--- config.mk ---
export PLATFORM = sky130hd
export DESIGN_NAME = host_reg_bank
export DESIGN_NICKNAME = d
export VERILOG_FILES = /design/src/rtl/host_reg_bank.sv
export SDC_FILE = /design/constraint.sdc
export NUM_CORES = 1
export LEC_CHECK = 0
export ABC_AREA = 1
export BUFFER_PORTS_ARGS = -buffer_cell sky130_fd_sc_hd__buf_4
export CORE_MARGIN = 2
export CORE_UTILIZATION = 25
export CTS_CLUSTER_DIAMETER = 80
export DETAILED_ROUTE_END_ITERATION = 12
export PLACE_DENSITY = 0.52
export SLEW_MARGIN = 5
export SYNTH_ARGS = -nofsm -noshare
export SYNTH_HDL_FRONTEND = slang
export SYNTH_SLANG_ARGS = --single-unit
--- constraint.sdc ---
create_clock -name clk -period 1.7 [get_ports clk]
set_clock_uncertainty 0.1 [all_clocks]
set_input_delay 0.34 -clock clk [delete_from_list [all_inputs] [get_ports clk]]
set_output_delay 0.34 -clock clk [all_outputs]
set_load 0.01 [all_outputs]
--- src/rtl/host_reg_bank.sv ---
// host_reg_bank: memory-mapped register bank between the 16-bit asynchronous
// host bus and the compute core.
//
// Ports:
//   clk          system clock, rising edge
//   nRESET       asynchronous active-low reset
//   HOST_nCS     host chip select (async, active low)
//   HOST_nWE     host write enable (async, active low)
//   HOST_nOE     host output enable (async, active low)
//   HOST_ADD     host byte address; top bit selects this bank when 0, bit 0 ignored
//   HDI          host write data
//   HDO          registered host read data, held until the next read access
//   cfg          NUM_CFG configuration words, word i at cfg[16i+15:16i]
//   proc_cmd     command, nonzero for exactly one cycle per command write
//   proc_status  live core status
//   res_din      NUM_RES result words, word j at res_din[16j+15:16j]
//   res_valid    single-cycle qualifier for res_din
//   irq          registered interrupt level (done & irq_en)
//
// Handshake: res_valid is a one-cycle valid with no ready; every cycle it is
// high is one capture, and the bank can always accept it.
//
// Host map (byte offsets in HOST_ADD[19:0]):
//   0x00000+2i cfg word i (RW)     0x01000 command (W pulse / R last_cmd)
//   0x02000    status (RO)         0x02002 control, bit 0 irq_en (RW)
//   0x02004    flag clear (W1C)    0x03000+2j result word j (RO)
`timescale 1ns/1ps
module host_reg_bank #(
  parameter int ADDR_W  = 21,
  parameter int NUM_CFG = 14,
  parameter int NUM_RES = 8,
  parameter int CMD_W   = 4
) (
  input  logic                    clk,
  input  logic                    nRESET,
  input  logic                    HOST_nCS,
  input  logic                    HOST_nWE,
  input  logic                    HOST_nOE,
  input  logic [ADDR_W-1:0]       HOST_ADD,
  input  logic [15:0]             HDI,
  output logic [15:0]             HDO,
  output logic [NUM_CFG*16-1:0]   cfg,
  output logic [CMD_W-1:0]        proc_cmd,
  input  logic [3:0]              proc_status,
  input  logic [NUM_RES*16-1:0]   res_din,
  input  logic                    res_valid,
  output logic                    irq
);

  localparam int CIW = (NUM_CFG > 1) ? $clog2(NUM_CFG) : 1;
  localparam int RIW = (NUM_RES > 1) ? $clog2(NUM_RES) : 1;

  // Strobe synchronisers: two metastability flops plus a history flop
  logic wr_s1_q, wr_s2_q, wr_h_q;
  logic rd_s1_q, rd_s2_q, rd_h_q;
  logic wr_edge, rd_edge;

  always_ff @(posedge clk or negedge nRESET) begin
    if (!nRESET) begin
      wr_s1_q <= 1'b0; wr_s2_q <= 1'b0; wr_h_q <= 1'b0;
      rd_s1_q <= 1'b0; rd_s2_q <= 1'b0; rd_h_q <= 1'b0;
    end else begin
      wr_s1_q <= !HOST_nCS && !HOST_nWE && HOST_nOE;
      wr_s2_q <= wr_s1_q;
      wr_h_q  <= wr_s2_q;
      rd_s1_q <= !HOST_nCS && !HOST_nOE;
      rd_s2_q <= rd_s1_q;
      rd_h_q  <= rd_s2_q;
    end
  end

  assign wr_edge = wr_s2_q && !wr_h_q;
  assign rd_edge = rd_s2_q && !rd_h_q;

  // Address decode. The host holds address/data stable for the whole strobe,
  // so the raw pins are safe to use at the synchronised edge.
  logic [18:0]    waddr;
  logic [18:0]    res_off;
  logic           sel, cfg_hit, cmd_hit, stat_hit, ctrl_hit, clr_hit, res_hit;
  logic [CIW-1:0] cfg_idx;
  logic [RIW-1:0] res_idx;
  logic           unused_addr;

  assign waddr    = HOST_ADD[19:1];
  assign sel      = !HOST_ADD[ADDR_W-1];
  // Addresses below the result window wrap to huge offsets, so a single
  // unsigned compare bounds the window on both sides.
  assign res_off  = waddr - 19'h01800;
  assign cfg_hit  = sel && (waddr < 19'(NUM_CFG));
  assign cmd_hit  = sel && (waddr == 19'h00800);
  assign stat_hit = sel && (waddr == 19'h01000);
  assign ctrl_hit = sel && (waddr == 19'h01001);
  assign clr_hit  = sel && (waddr == 19'h01002);
  assign res_hit  = sel && (res_off < 19'(NUM_RES));
  assign cfg_idx  = waddr[CIW-1:0];
  assign res_idx  = res_off[RIW-1:0];
  assign unused_addr = ^HOST_ADD;

  // Register state
  logic [15:0]      cfg_q  [NUM_CFG];
  logic [15:0]      res_q  [NUM_RES];
  logic [15:0]      snap_q [NUM_RES];
  logic [15:0]      hdo_q;
  logic [CMD_W-1:0] proc_cmd_q, last_cmd_q;
  logic             irq_en_q, irq_q;
  logic             done_q, done_d, overrun_q, overrun_d;
  logic [15:0]      rd_data;

  // Flag next state: a capture in the same cycle as a clear wins.
  always_comb begin
    done_d    = done_q;
    overrun_d = overrun_q;
    if (wr_edge && clr_hit) begin
      if (HDI[8]) done_d    = 1'b0;
      if (HDI[9]) overrun_d = 1'b0;
    end
    if (res_valid) begin
      done_d = 1'b1;
      if (done_q) overrun_d = 1'b1;
    end
  end

  // Word 0 of the result window is read live while the snapshot is taken,
  // so the whole multi-word result is coherent from the host's view.
  always_comb begin
    rd_data = '0;
    if (cfg_hit)       rd_data = cfg_q[cfg_idx];
    else if (cmd_hit)  rd_data = 16'(last_cmd_q);
    else if (stat_hit) rd_data = {6'b0, overrun_q, done_q, 4'b0, proc_status};
    else if (ctrl_hit) rd_data = {15'b0, irq_en_q};
    else if (res_hit)  rd_data = (res_idx == '0) ? res_q[0] : snap_q[res_idx];
  end

  always_ff @(posedge clk or negedge nRESET) begin
    if (!nRESET) begin
      for (int i = 0; i < NUM_CFG; i++) cfg_q[i] <= '0;
      for (int j = 0; j < NUM_RES; j++) begin
        res_q[j]  <= '0;
        snap_q[j] <= '0;
      end
      hdo_q      <= '0;
      proc_cmd_q <= '0;
      last_cmd_q <= '0;
      irq_en_q   <= 1'b0;
      irq_q      <= 1'b0;
      done_q     <= 1'b0;
      overrun_q  <= 1'b0;
    end else begin
      done_q     <= done_d;
      overrun_q  <= overrun_d;
      irq_q      <= done_q && irq_en_q;
      proc_cmd_q <= '0;
      if (wr_edge) begin
        if (cfg_hit)  cfg_q[cfg_idx] <= HDI;
        if (ctrl_hit) irq_en_q <= HDI[0];
        if (cmd_hit) begin
          proc_cmd_q <= HDI[CMD_W-1:0];
          last_cmd_q <= HDI[CMD_W-1:0];
        end
      end
      if (rd_edge) begin
        hdo_q <= rd_data;
        if (res_hit && (res_idx == '0)) snap_q <= res_q;
      end
      if (res_valid) begin
        for (int j = 0; j < NUM_RES; j++) res_q[j] <= res_din[16*j +: 16];
      end
    end
  end

  for (genvar g = 0; g < NUM_CFG; g++) begin : g_cfg
    assign cfg[16*g +: 16] = cfg_q[g];
  end

  assign HDO      = hdo_q;
  assign proc_cmd = proc_cmd_q;
  assign irq      = irq_q;

endmodule

-- After elaboration in Yosys (flattened, before gate mapping)
Index checks and enable logic that the tools add are counted.
- register bits: 514
- latch bits: 0
- bits in writable memories: 0
- ROM bits: 0
- bits of input ports: 175
- logic and storage cells: 108
- memories kept: 0
- $add $sub $neg: 1
- multiply operators: 0
- divide/modulo/power cells: 0
- $lt $le $gt $ge: 5
- equality and inequality tests: 4
- shift operators: 0
- muxes and demuxes: 24
- bitwise gates (word level): 2
- reductions and logical operators: 29
- operator list (kind ; number):
    224-bit bitwise mux ; 1
    16-bit 2-to-1 mux ; 11
    16-bit binary-select mux with 4-bit select ; 1
    16-bit demux with 4-bit select ; 1
    19-bit by 13-bit equality test with 1-bit output (second input constant) ; 3
    16-bit binary-select mux with 3-bit select ; 1
    19-bit by 4-bit less-than comparator with 1-bit output (second input constant) ; 2
    19-bit by 12-bit equality test with 1-bit output (second input constant) ; 1
    19-bit by 13-bit subtractor with 19-bit output (second input constant) ; 1
    1-bit logical AND ; 15
    2-bit AND reduction ; 5
    4-bit 2-to-1 mux ; 2
    1-bit 2-to-1 mux ; 7
    1-bit zero test ; 6
    5-bit >= comparator (second input constant) ; 1
    5-bit by 1-bit less-than comparator with 1-bit output (second input constant) ; 1
    4-bit NOT with 5-bit output ; 1
    4-bit >= comparator (second input constant) ; 1
    3-bit NOT with 4-bit output ; 1
    2-bit nonzero test ; 2
    3-bit zero test ; 1

-- Logic depth before layout (Yosys ltp)
- word-level depth: 11
- depth in mapped cells: 15
- gate-level depth less buffers: 13

-- Least setup slack after synthesis
No wires, ideal clock.
- path type: input to register
- start: in HOST_ADD[18]
- end: reg cfg_q (netlist bit cfg[92])
- library setup time: 0.130 ns
- data arrival time: 1.591 ns
- slack: -0.121 ns
- stages on the path: 11
- path through: nor2_1 nand2_1 nor2_1 nand3_4 nor2_8 inv_4 nor2_8 nand2_2 buf_2 nand2_1 o21ai_1
- word-level cells in the longest chain between the ends: 3
- ends and longest elaborated chain (element ; line ; RTL):
    start: declaration ; 39 ; input logic [ADDR_W-1:0] HOST_ADD,
    19-bit by 4-bit less-than comparator with 1-bit output ; 89 ; assign cfg_hit = sel && (waddr < 19'(NUM_CFG));
    1-bit logical AND ; 89 ;
    2-bit AND reduction (no source line) ; - ;
    end signal: indexed assignment ; 154 ; if (cfg_hit) cfg_q[cfg_idx] <= HDI;
    end: declaration ; 100 ; logic [15:0] cfg_q [NUM_CFG];
No other way between the ends.
A chain may end at the register's enable or synchronous reset.

-- Worst setup path in the final report
- start: reg hdo_q[15] (netlist: HDO[15])
- end: out HDO[15]
- RTL lines (element ; line ; RTL):
    start: declaration ; 103 ; logic [15:0] hdo_q;
    start signal: assignment ; 162 ; hdo_q <= rd_data;
    end: declaration ; 41 ; output logic [15:0] HDO,
No word-level cell between the ends.

==> impl_results.md <==
- CP max FO: 2
- Crit-path cells: buf_6
- Die Span Y: 299.8 µm
- Startpoint types: flip-flop
- Nets: around 3500
- DP HPWL: roughly 68000 µm
- Clock Latency Late Sink: 630 ps
- Most common cell in the synthesized netlist: nand2_1
- Filler Cells Inserted: between 9000 and 10000
- Post-Syn Nets: between 2000 and 3000
- Top cell type's share of synthesized area: ~57%
- WL final: about 92000 µm
- Placed insts: about 4300
- Drt pass-1 iters: 6
- Max-cap violations: 0
- Status: finished, final reports clean
- Total grt overflow: 0
- Final min period: 1685 ps
- Synth area leaders: dfrtp_1, nand2_1, o21ai_0
- Sw Pwr: a little over 0.007 W
- DRT iter0 DRCs: 1563
- Peak supply drop: between 0.6 and 0.7 mV
- Sw frac: between 20% and 30%
- Clock buffer depth: 3
- Share of layout cells above drive strength 1: about a quarter
- Clk network pwr share: a little under half
- Initial antenna violation count: 11
- Global-route wire length before repair: between 100000 and 150000 µm
- FF+latch count, synth: between 400 and 500
- Area growth, synth to finish: 43.75%
- Max frequency: between 0.5 and 0.6 GHz
- Post-synth EDFFs: 0
- Number of core rows: 108
- Cells after synthesis: roughly 2700
- P_int: 0.02075 W
- Vias after detailed routing: 20373
- Worst-margin pin slew: between 400 and 500 ps
- Asr flop ratio synth: 100.0%
- IO buf count: between 400 and 500
- Final antenna-violating net count: 0
- CTS tree: yes
- Sequential-to-total area share from yosys stat: ~57%
- Yosys warnings: 0
- IO Pins: 420
- Final worst slack: 14.73 ps
- Final hold violation count: 0
- TritonCTS Buffers: 59
- Final setup fails: 0
- Setup Crit Path Kind: reg -> out
- Comb power frac: 9.8%
- Place WS: -721.1 ps
- Max incr delay on CP: 470 ps
- Critical path's slowest cell: dfrtp_2
- Syn avg cell area: 8.105 µm²
- Vias in the first global route: between 15000 and 20000
- Crit path capture type: output port
- Die W: about 300 µm
- Data arrival at the endpoint of the critical path: between 1000 and 1500 ps
- Slew margin rel.: between 60% and 70%
- Setup_tns: 0 ps
- Prevailing post-synth register cell: dfrtp_1
- Final non-filler cell total: 4541
- Initial Utilization: about 25%
- Die area: 89860 µm²
- Post-Syn Area: 21870 µm²
- Clock Pin Slew Worst Setup and Hold Paths: approximately 60 ps
- DR vias/cell: roughly 4.5
- Commonest cells in the netlist: nand2_1, dfrtp_1, o21ai_0, inv_1, nor2_1
- Root Buffer: clkbuf_16
- Gr usage total: between 10% and 20%
- H-tree levels: 2
- Fin crit share: between 90% and 100%
- Cell family with most CP delay: flip-flops
- Slew Limit Fails: 0
- RSZ-0062 raised after global routing: yes
- Flop pwr share: between 40% and 50%
- Hold Path Class: in -> reg
- Wire length per cell: between 20 and 25 µm
- R2R setup slack: 30 ps
- WP buf/inv: 1
- Leading area contributor after synthesis: dfrtp_1
- Crit path required time: about 1300 ps
- Core area: 86750 µm²
- Lkg Pwr: between 15 and 20 nW
- DR DRC count: 0
- Clock sinks: about 500
- Largest net degree at the start of global routing: 74
- Global placement routability congestion: about 0.86
- Post-synthesis cell type count: 32
- Pwr dens: 884.5 nW/µm²
[layout by cell type, fill, tap and decap left out, types with 4 or more instances in the layout]
cell type / n
dlygate4sd3_1: 146
nand2_2: 20
buf_6: 12
nor3_1: 7
o21ai_0: 418
nor2_4: 9
buf_12: 45
clkbuf_8: 7
o21ai_2: 8
clkbuf_16: 62
nand2_4: 4
inv_1: 208
a21oi_1: 14
clkinv_2: 10
or2_2: 28
nor2_1: 106
clkinv_4: 4
clkbuf_1: 10
o21ai_1: 94
nand4_1: 18
dfrtp_1: 489
nand2_1: 985
nand3_1: 68
buf_4: 543
dfrtp_2: 9
nor2_2: 13
bufinv_16: 4
clkinvlp_4: 5
o22ai_1: 7
nand3_2: 5
[power by group through the flow]
stage	Combinational [W]	Sequential, W	Clock, W
6_report	0.00272	0.0123	0.0128
5_1_grt	0.00298	0.0123	0.0135
4_1_cts	0.00276	0.0123	0.0130
3_5_place_dp	0.00247	0.0125	0
3_3_place_gp	0.00247	0.0125	0
2_1_floorplan	0.000832	0.0125	0
[metrics by stage]
step	hold slack, ps	util (%)	cell area, µm²	power (W)
2_1_floorplan	-55.59	-	22160	0.01332
3_3_place_gp	145.0	31.96	27730	0.01495
3_5_place_dp	144.4	31.96	27730	0.01496
4_1_cts	17.19	35.97	31200	0.02806
5_1_grt	35.42	36.24	31440	0.02881
6_report	50.20	36.24	31440	0.02780
[what timing repair did]
action,in CTS,in global routing
gates cloned,0,2
buffers inserted,5,8
hold buffers,146,0
setup endpoints to repair,219,89
pin swaps,1,1
endpoints found under the hold margin,545,0
gates resized for setup,15,59
[kinds of logic (layout without fill, tap and decap cells)]
kind of cell	Yosys count	after routing	synth area share (%)
other	0	1	0
AO/OA/AOI/OAI	545	545	12.66
flip-flops	498	498	56.99
buffers and inverters	380	1067	6.871
AND/OR/NAND/NOR	1275	1275	23.48
[layer usage]
layer  GRT usage [%]  up-vias  part of all wire, %  routed length (µm)
li1                -     9830                    -                   -
met1           25.74     9802                   42               38310
met2           34.17      628                   50               45330
met3           4.112       95                  6.8                6203
met4           4.310       18                  1.7                1555
met5               0        -                 0.12                 108
[path summary, 6_finish.rpt]
path / cells after the start / end / startpoint
worst max-delay path: 1 / HDO[15] / HDO[15]
worst min-delay path: 4 / HDO[0] / proc_status[0]
worst max register to register: 8 / cfg[55] / wr_h_q
worst min register to register: 0 / rd_s2_q / rd_s1_q
max in group asynchronous: 4 / cfg[22] / nRESET
min in group asynchronous: 2 / res_q[67] / nRESET
[flip-flops by register name, summed over array words and instances, names as in the netlist]
| name | count |
|---|---|
| res_q | 128 |
| rd_h_q | 1 |
| wr_s1_q | 1 |
| last_cmd_q | 4 |
| proc_cmd | 4 |
| snap_q | 112 |
| cfg | 224 |
| done_q | 1 |
| overrun_q | 1 |
| rd_s2_q | 1 |
| wr_s2_q | 1 |
| wr_h_q | 1 |
| irq | 1 |
| HDO | 16 |
| rd_s1_q | 1 |
| irq_en_q | 1 |
[cell type report]
type	count	area, µm²	area share [%]
Sequential cell	498	12470	39.68
Multi-Input combinational cell	1820	8124	25.84
Timing Repair Buffer	749	6621	21.06
Clock buffer	78	1660	5.282
Tap cell	1155	1445	4.597
Inverter	214	820.8	2.611
Clock inverter	26	287.8	0.9155
Antenna cell	1	2.502	0.007961
No activity file was read; power rests on OpenSTA's default activity.
